$ cat src/rtl/mem_port_arbiter_if.sv
// Request/response bundle between CPU fetch/data ports, the arbiter
// and the single-port memory macro.
interface mem_port_arbiter_if #(
    parameter int ADDR_W = 32,
    parameter int DATA_W = 32
);
    logic              i_req;
    logic [ADDR_W-1:0] i_addr;
    logic [DATA_W-1:0] i_rdata;
    logic              i_ready;
    logic              d_req;
    logic              d_rw;
    logic [ADDR_W-1:0] d_addr;
    logic [DATA_W-1:0] d_wdata;
    logic [DATA_W-1:0] d_rdata;
    logic              d_ready;
    logic              mem_cs;
    logic              mem_rw;
    logic [ADDR_W-1:0] mem_addr;
    logic [DATA_W-1:0] mem_wdata;
    logic [DATA_W-1:0] mem_rdata;
    logic              stall;

    modport slave (
        input  i_req, i_addr, d_req, d_rw, d_addr, d_wdata, mem_rdata,
        output i_rdata, i_ready, d_rdata, d_ready,
        output mem_cs, mem_rw, mem_addr, mem_wdata, stall
    );

    modport master (
        output i_req, i_addr, d_req, d_rw, d_addr, d_wdata, mem_rdata,
        input  i_rdata, i_ready, d_rdata, d_ready,
        input  mem_cs, mem_rw, mem_addr, mem_wdata, stall
    );
endinterface

$ cat src/rtl/mem_port_arbiter.sv
// Round-robin arbiter sharing one single-port synchronous memory
// between the instruction-fetch and load/store ports.
module mem_port_arbiter #(
    parameter int ADDR_W = 32,
    parameter int DATA_W = 32,
    parameter int LAT    = 1
) (
    input  logic               clk,
    input  logic               rst,
    mem_port_arbiter_if.slave  bus
);
    typedef enum logic [1:0] {IDLE, ISSUE, WAIT, RESP} state_t;

    state_t            state;
    state_t            state_nx;
    logic              take;
    logic              pick_d;
    logic              cap;
    logic              grant_d;
    logic              last_d;
    logic              rw_q;
    logic [ADDR_W-1:0] addr_q;
    logic [DATA_W-1:0] wdata_q;
    logic [2:0]        cnt;
    logic [DATA_W-1:0] i_rdata_q;
    logic [DATA_W-1:0] d_rdata_q;
    logic              i_rdy;
    logic              d_rdy;

    always_ff @(posedge clk) begin
        if (rst) state <= IDLE;
        else     state <= state_nx;
    end

    always_comb begin
        state_nx = state;
        take     = 1'b0;
        pick_d   = 1'b0;
        cap      = 1'b0;
        unique case (state)
            IDLE: begin
                if (bus.i_req || bus.d_req) begin
                    take     = 1'b1;
                    // on a tie, the side that did not win last time goes
                    pick_d   = bus.d_req && (!bus.i_req || !last_d);
                    state_nx = ISSUE;
                end
            end
            ISSUE: state_nx = rw_q ? RESP : WAIT;
            WAIT: begin
                if (cnt == 3'd0) begin
                    cap      = 1'b1;
                    state_nx = RESP;
                end
            end
            RESP:    state_nx = IDLE;
            default: state_nx = IDLE;
        endcase
    end

    always_ff @(posedge clk) begin
        if (rst) begin
            grant_d   <= 1'b0;
            last_d    <= 1'b1;
            rw_q      <= 1'b0;
            addr_q    <= '0;
            wdata_q   <= '0;
            cnt       <= 3'd0;
            i_rdata_q <= '0;
            d_rdata_q <= '0;
        end else begin
            if (take) begin
                grant_d <= pick_d;
                last_d  <= pick_d;
                rw_q    <= pick_d & bus.d_rw;
                addr_q  <= pick_d ? bus.d_addr : bus.i_addr;
                wdata_q <= pick_d ? bus.d_wdata : '0;
            end
            // WAIT lasts LAT cycles; capture happens when cnt reaches 0
            if (state == ISSUE)
                cnt <= 3'(LAT - 1);
            else if (state == WAIT && cnt != 3'd0)
                cnt <= cnt - 3'd1;
            if (cap && grant_d)
                d_rdata_q <= bus.mem_rdata;
            if (cap && !grant_d)
                i_rdata_q <= bus.mem_rdata;
        end
    end

    assign i_rdy = (state == RESP) && !grant_d;
    assign d_rdy = (state == RESP) && grant_d;

    assign bus.mem_cs    = (state == ISSUE);
    assign bus.mem_rw    = rw_q;
    assign bus.mem_addr  = addr_q;
    assign bus.mem_wdata = wdata_q;
    assign bus.i_ready   = i_rdy;
    assign bus.d_ready   = d_rdy;
    assign bus.i_rdata   = i_rdata_q;
    assign bus.d_rdata   = d_rdata_q;
    assign bus.stall     = (bus.i_req & ~i_rdy) | (bus.d_req & ~d_rdy);
endmodule

$ cat src/flat_wrapper.sv
// flat-port wrapper written by rule: the top's interface ports become plain ports
module mem_port_arbiter_flat 
#(
    parameter int ADDR_W = 32,
    parameter int DATA_W = 32,
    parameter int LAT    = 1
)
  (clk, rst, bus_i_req, bus_i_addr, bus_d_req, bus_d_rw, bus_d_addr, bus_d_wdata, bus_mem_rdata, bus_i_rdata, bus_i_ready, bus_d_rdata, bus_d_ready, bus_mem_cs, bus_mem_rw, bus_mem_addr, bus_mem_wdata, bus_stall);
  mem_port_arbiter_if #(.ADDR_W(ADDR_W), .DATA_W(DATA_W)) bus_i ();
  input  logic clk;
  input  logic rst;
  input wire logic [$bits(bus_i.i_req)-1:0] bus_i_req;
  input wire logic [$bits(bus_i.i_addr)-1:0] bus_i_addr;
  input wire logic [$bits(bus_i.d_req)-1:0] bus_d_req;
  input wire logic [$bits(bus_i.d_rw)-1:0] bus_d_rw;
  input wire logic [$bits(bus_i.d_addr)-1:0] bus_d_addr;
  input wire logic [$bits(bus_i.d_wdata)-1:0] bus_d_wdata;
  input wire logic [$bits(bus_i.mem_rdata)-1:0] bus_mem_rdata;
  output wire logic [$bits(bus_i.i_rdata)-1:0] bus_i_rdata;
  output wire logic [$bits(bus_i.i_ready)-1:0] bus_i_ready;
  output wire logic [$bits(bus_i.d_rdata)-1:0] bus_d_rdata;
  output wire logic [$bits(bus_i.d_ready)-1:0] bus_d_ready;
  output wire logic [$bits(bus_i.mem_cs)-1:0] bus_mem_cs;
  output wire logic [$bits(bus_i.mem_rw)-1:0] bus_mem_rw;
  output wire logic [$bits(bus_i.mem_addr)-1:0] bus_mem_addr;
  output wire logic [$bits(bus_i.mem_wdata)-1:0] bus_mem_wdata;
  output wire logic [$bits(bus_i.stall)-1:0] bus_stall;
  assign bus_i.i_req = bus_i_req;
  assign bus_i.i_addr = bus_i_addr;
  assign bus_i.d_req = bus_d_req;
  assign bus_i.d_rw = bus_d_rw;
  assign bus_i.d_addr = bus_d_addr;
  assign bus_i.d_wdata = bus_d_wdata;
  assign bus_i.mem_rdata = bus_mem_rdata;
  assign bus_i_rdata = bus_i.i_rdata;
  assign bus_i_ready = bus_i.i_ready;
  assign bus_d_rdata = bus_i.d_rdata;
  assign bus_d_ready = bus_i.d_ready;
  assign bus_mem_cs = bus_i.mem_cs;
  assign bus_mem_rw = bus_i.mem_rw;
  assign bus_mem_addr = bus_i.mem_addr;
  assign bus_mem_wdata = bus_i.mem_wdata;
  assign bus_stall = bus_i.stall;
  mem_port_arbiter #(.ADDR_W(ADDR_W), .DATA_W(DATA_W), .LAT(LAT)) u_core (.clk(clk), .rst(rst), .bus(bus_i));
endmodule
$ cat config.mk
export PLATFORM = sky130hd
export DESIGN_NAME = mem_port_arbiter_flat
export DESIGN_NICKNAME = d
export VERILOG_FILES = /design/src/rtl/mem_port_arbiter_if.sv /design/src/rtl/mem_port_arbiter.sv /design/src/flat_wrapper.sv
export SDC_FILE = /design/constraint.sdc
export NUM_CORES = 1
export LEC_CHECK = 0
export CORE_AREA = 2 2 126 128
export DETAILED_ROUTE_END_ITERATION = 10
export DIE_AREA = 0 0 128 130
export PLACE_DENSITY = 0.77
export SETUP_SLACK_MARGIN = 0.02
export SYNTH_ARGS = -nofsm -noshare
export SYNTH_HDL_FRONTEND = slang
export SYNTH_SLANG_ARGS = --single-unit
$ cat constraint.sdc
create_clock -name clk -period 1.6 [get_ports clk]
set_clock_uncertainty 0.05 [all_clocks]
set_input_delay 0.32 -clock clk [delete_from_list [all_inputs] [get_ports clk]]
set_output_delay 0.32 -clock clk [all_outputs]
set_load 0.01 [all_outputs]
After elaboration in Yosys (flattened, before gate mapping)
Index checks and enable logic that the tools add are counted.
{ "totals": {"in_bits": 133, "register_bits": 136} }
{ "op_classes": {"eq_ne": 5, "n_mux": 12, "bitwise_logic": 6, "n_reduce_logical": 16, "n_addsub": 1} }
{ "op_table": {"columns": ["operator", "count"], "rows": [
  ["two-way mux 32 bit", 2],
  ["case mux 2 bit (4 select lines)", 1],
  ["two-way mux 1 bit", 7],
  ["logical AND 1 bit", 6],
  ["equality test 2 bit (second input constant)", 2],
  ["two-way mux 2 bit", 2],
  ["inequality test 2 x 1 -> 1 bit (second input constant)", 2],
  ["AND 1 bit", 3],
  ["zero test 1 bit", 3],
  ["zero test 3 bit", 1],
  ["nonzero test 3 bit", 1],
  ["subtractor 3 x 1 -> 3 bit (second input constant)", 1],
  ["equality test 2 x 1 -> 1 bit (second input constant)", 1],
  ["zero test 2 bit", 1],
  ["logical OR 1 bit", 2],
  ["NOT 1 bit", 2],
  ["AND reduction 2 bit", 1],
  ["OR reduction 2 bit", 1],
  ["OR 1 bit", 1]
]} }

Longest topological paths before layout
{ "depth": {"depth_word": 6, "depth_mapped": 8, "depth_no_buf": 5} }

Worst setup path before layout
OpenSTA, ideal clock, no wires.
{ "synth_timing": {"path_kind": "register to register", "from": "register u_core.state[0]", "to": "register u_core.addr_q[10], in the netlist u_core.bus.mem_addr[10]", "n_path_buf": 2, "slack_ns": -0.165, "path_stages_with_launch": 8, "setup_time_ns": 0.103, "synth_period_minus_slack_ns": 1.765, "t_required_ns": 1.447, "arrival_time_ns": 1.611, "path_cell_list": "dfxtp_1 > inv_1 > ha_1 > and2_1 > buf_2 > and2_4 > buf_6 > a2111oi_2"} }
{ "synth_between": {"elab_chain_cells": 3} }
{ "synth_lines": {"columns": ["element", "line_no", "source"], "rows": [
  ["start: declaration", "mem_port_arbiter.sv:14", "state_t state;"],
  ["start signal: assignment", "mem_port_arbiter.sv:32", "else state <= state_nx;"],
  ["zero test 2 bit *", "mem_port_arbiter.sv:40", "unique case (state)"],
  ["two-way mux 1 bit", "mem_port_arbiter.sv:40", null],
  ["two-way mux 32 bit", "mem_port_arbiter.sv:76", "addr_q <= pick_d ? bus.d_addr : bus.i_addr;"],
  ["end signal: assignment", "mem_port_arbiter.sv:76", null],
  ["end: declaration", "mem_port_arbiter.sv:22", "logic [ADDR_W-1:0] addr_q;"]
]} }
Mark *: on every way between the ends. The rest lies on a longest branch, timed or not.
A chain may end at the register's enable or synchronous reset.

Final worst setup path
{ "layout_timing": {"from": "input bus_i_req", "to": "register u_core.addr_q[27], in the netlist u_core.bus.mem_addr[27]"} }
{ "layout_between": {"elab_chain_cells": 6} }
{ "layout_lines": {"columns": ["element", "line_no", "source"], "rows": [
  ["start: declaration", "flat_wrapper.sv:12", "input wire logic [$bits(bus_i.i_req)-1:0] bus_i_req;"],
  ["zero test 1 bit", "mem_port_arbiter.sv:45", "pick_d = bus.d_req && (!bus.i_req || !last_d);"],
  ["logical OR 1 bit", "mem_port_arbiter.sv:45", null],
  ["logical AND 1 bit", "mem_port_arbiter.sv:45", null],
  ["two-way mux 1 bit", "mem_port_arbiter.sv:42", "if (bus.i_req || bus.d_req) begin"],
  ["two-way mux 1 bit", "mem_port_arbiter.sv:40", null],
  ["two-way mux 32 bit", "mem_port_arbiter.sv:76", null]
]} }
Several ways; a longest one is shown, not always the timed one.

==> results.ini <==
[run_status]
status = finished with violations
violations = setup timing

[floorplanning]
die_h_um = 130
core_area_mm2 = 0.0154
fp.dieArea_mm2 = 0.0166
start_util_pct = 36.1
rows = 46
ios = 266
fp.dieW_um = 128

[placement]
place_ws_ns = -0.564
hpwl_mm = 12.7
numPortBuffers = 265
placed_area_mm2 = 0.00897
place_inst = 1075
gp_congestion = 0.847

[setup_path]
path_cells = clkdlybuf4s50_1 -> buf_4 -> nand2_2 -> buf_4 -> a2111oi_0 -> a2111oi_2
timing.critical_path.mode_cell = buf_4
cp-end-kind = register
cp_slowest_cell = a2111oi_0
cpLargestDelayFamily = buffers and inverters
slowest_delay_ns = 0.61
startpoint_type = primary input
crit_arrival_ns = 2.05
required_ns = 1.82
crit_buf_inv = 3
crit_type = in2reg
path_max_fanout = 9

[synth]
synth_nets = 772
synthCells = 633
netlist_area_mm2 = 0.00557
synth-warning-count = 0
synth_edf_count = 0
synthMostInstantiatedCell = dfxtp_1
ys_top_cells_by_area = dfxtp_1 (49%), nand2_1 (8.8%), a2111oi_2 (8.6%), a21oi_1 (6.0%), a32oi_1 (5.2%)
synth.distinct_cells = 34
async_flop_share_pct = 0
synth_top_family_by_area = compound AO/OA/AOI/OAI gates
synthMuxAreaShare_pct = 0.360
synth-simple-area-share_pct = 15.4
synth_common_cells = dfxtp_1 (136), nand2_1 (130), nor2_1 (69), a21oi_1 (67), clkbuf_1 (42)
yosysTopAreaCell = dfxtp_1
synth-seq-area-share_pct = 48.9
synth_top_area_share_pct = 48.9
synthXorXnorAreaFrac_pct = 0
synth_fa_ha_area_share_pct = 1.35
synth_compound_area_share_pct = 26.4
synth.avg_cell_area_um2 = 8.79
ys_seq_elements = 136
ys.flop_type = dfxtp_1

[grt]
grt_use_total_pct = 24.0
grt_antenna_before_repair = 0
grt_max_degree = 75
grt-ovfl-total = 0
first_global_vias = 5824
grt_pass1_wl_mm = 31.1

[sta]
fmax_mhz = 545
period_needed_ns = 1.83
final.setup.tns_ns = -12.87
setup_viol = 126
rsz0062_at_grt = yes
tightest_slew_ns = 0.593
timing.final.ws_setup_ns = -0.234
period_share_pct = 115
slew_headroom_pct = 59.5
holdWs_ns = 0.260
final_max_slew_viol_count = 0
hold_viol = 0

[final_layout]
stdcell_area_mm2 = 0.0107
final_cells = 1135
multi_input_area_mm2 = 0.00337
post-route-util_pct = 69.4
nFillCells = 1178
diodes = 0
area_delta_synth_final_pct = 92.4
fin_nets = 1069
register_area_mm2 = 0.00273
drive_gt1_share_pct = 25.8

[routing]
viasPerCell = 5.26
drtIter0Drc = 263
wire_per_inst_um = 18.6
ant_nets = 0
drc = 0
drt_first_pass_iters = 4
routed_wl_mm = 21.2
vias = 5973

[clock_tree]
clk_pin_slew_worst_paths_ns = 0.06
cts_sinks = 136
cts_tree = yes
numCtsBuffers = 17
insertion_delay_ns = 0.41
cts_root_buffer = clkbuf_16
cts_max_path_buffers = 2
htreeDepth = 4

[hold_path]
hp-class = in2reg

[flow_run]
maxCapViolCount = 0

[power_and_ir_drop]
power_density_mw_per_mm2 = 1580
vdd_drop_max_uv = 909
p_leak_nw = 4.37
power.total_mw = 16.9

-- cell type report --
class                   count  share of cell area, %
clock inverters            12                   1.62
clock buffers              20                   4.27
multi-input cells         398                   31.4
repair buffers            338                   33.5
inverters                  39                   1.44
flip-flops and latches    136                   25.4
well taps                 192                   2.24
-- registers in the layout (all words and copies together) (netlist names) --
signal,count
u_core.cnt,3
u_core.bus.mem_rw,1
u_core.bus.i_rdata,32
u_core.bus.mem_wdata,32
u_core.state,2
u_core.last_d,1
u_core.bus.d_rdata,32
u_core.grant_d,1
u_core.bus.mem_addr,32
-- repair_timing --
item,CTS,global route
pin swaps,10,21
gates cloned,14,1
gates resized for setup,221,73
setup buffers,9,5
endpoints found under the setup margin,214,138
hold buffers,0,0
-- cell families after synthesis --
kind of cell | count (synthesis)
flops | 136
fa+ha+maj | 6
simple gates | 214
buf+inv | 100
mux | 2
compound gates | 175
-- worst paths after layout --
check / from / end / slack [ns] / depth (start not counted)
worst max-delay path: bus_i_req / u_core.bus.mem_addr[27] / -0.23 / 6
worst min-delay path: rst / u_core.bus.i_rdata[28] / 0.26 / 2
worst max register to register: u_core.state[0] / u_core.bus.mem_addr[27] / -0.19 / 7
worst min register to register: u_core.bus.d_rdata[28] / u_core.bus.d_rdata[28] / 0.40 / 2
-- power breakdown --
| part | internal (mW) | leakage, nW | switching [mW] |
|---|---|---|---|
| Clock | 2.68 | 0.298 | 1.48 |
| Sequential | 4.07 | 1.11 | 0.387 |
| Combinational | 4.24 | 2.96 | 4.03 |
-- routing by layer --
layer | up-vias | track usage (%) | wire (µm)
met4 | 0 | 10.0 | 512
met3 | 36 | 5.04 | 1170
met5 | - | 0 | 0
met1 | 2882 | 30.0 | 8940
met2 | 212 | 40.5 | 10600
li1 | 2843 | - | -
-- cells in the final DEF, fill, tap and decap left out, types with 4 or more instances in the layout --
cell / instances
a2111oi_0: 4
a2111oi_2: 27
a2111oi_4: 31
a21oi_1: 40
a21oi_2: 27
a32oi_1: 15
a32oi_2: 18
and2_4: 4
buf_12: 22
buf_16: 9
buf_4: 29
buf_6: 12
bufinv_16: 4
clkbuf_16: 18
clkdlybuf4s50_1: 131
clkinvlp_4: 4
dfxtp_1: 134
dlygate4sd2_1: 130
ha_4: 4
inv_1: 36
nand2_1: 124
nand2_2: 6
nor2_1: 68
Power figures use the tool's default switching activity.
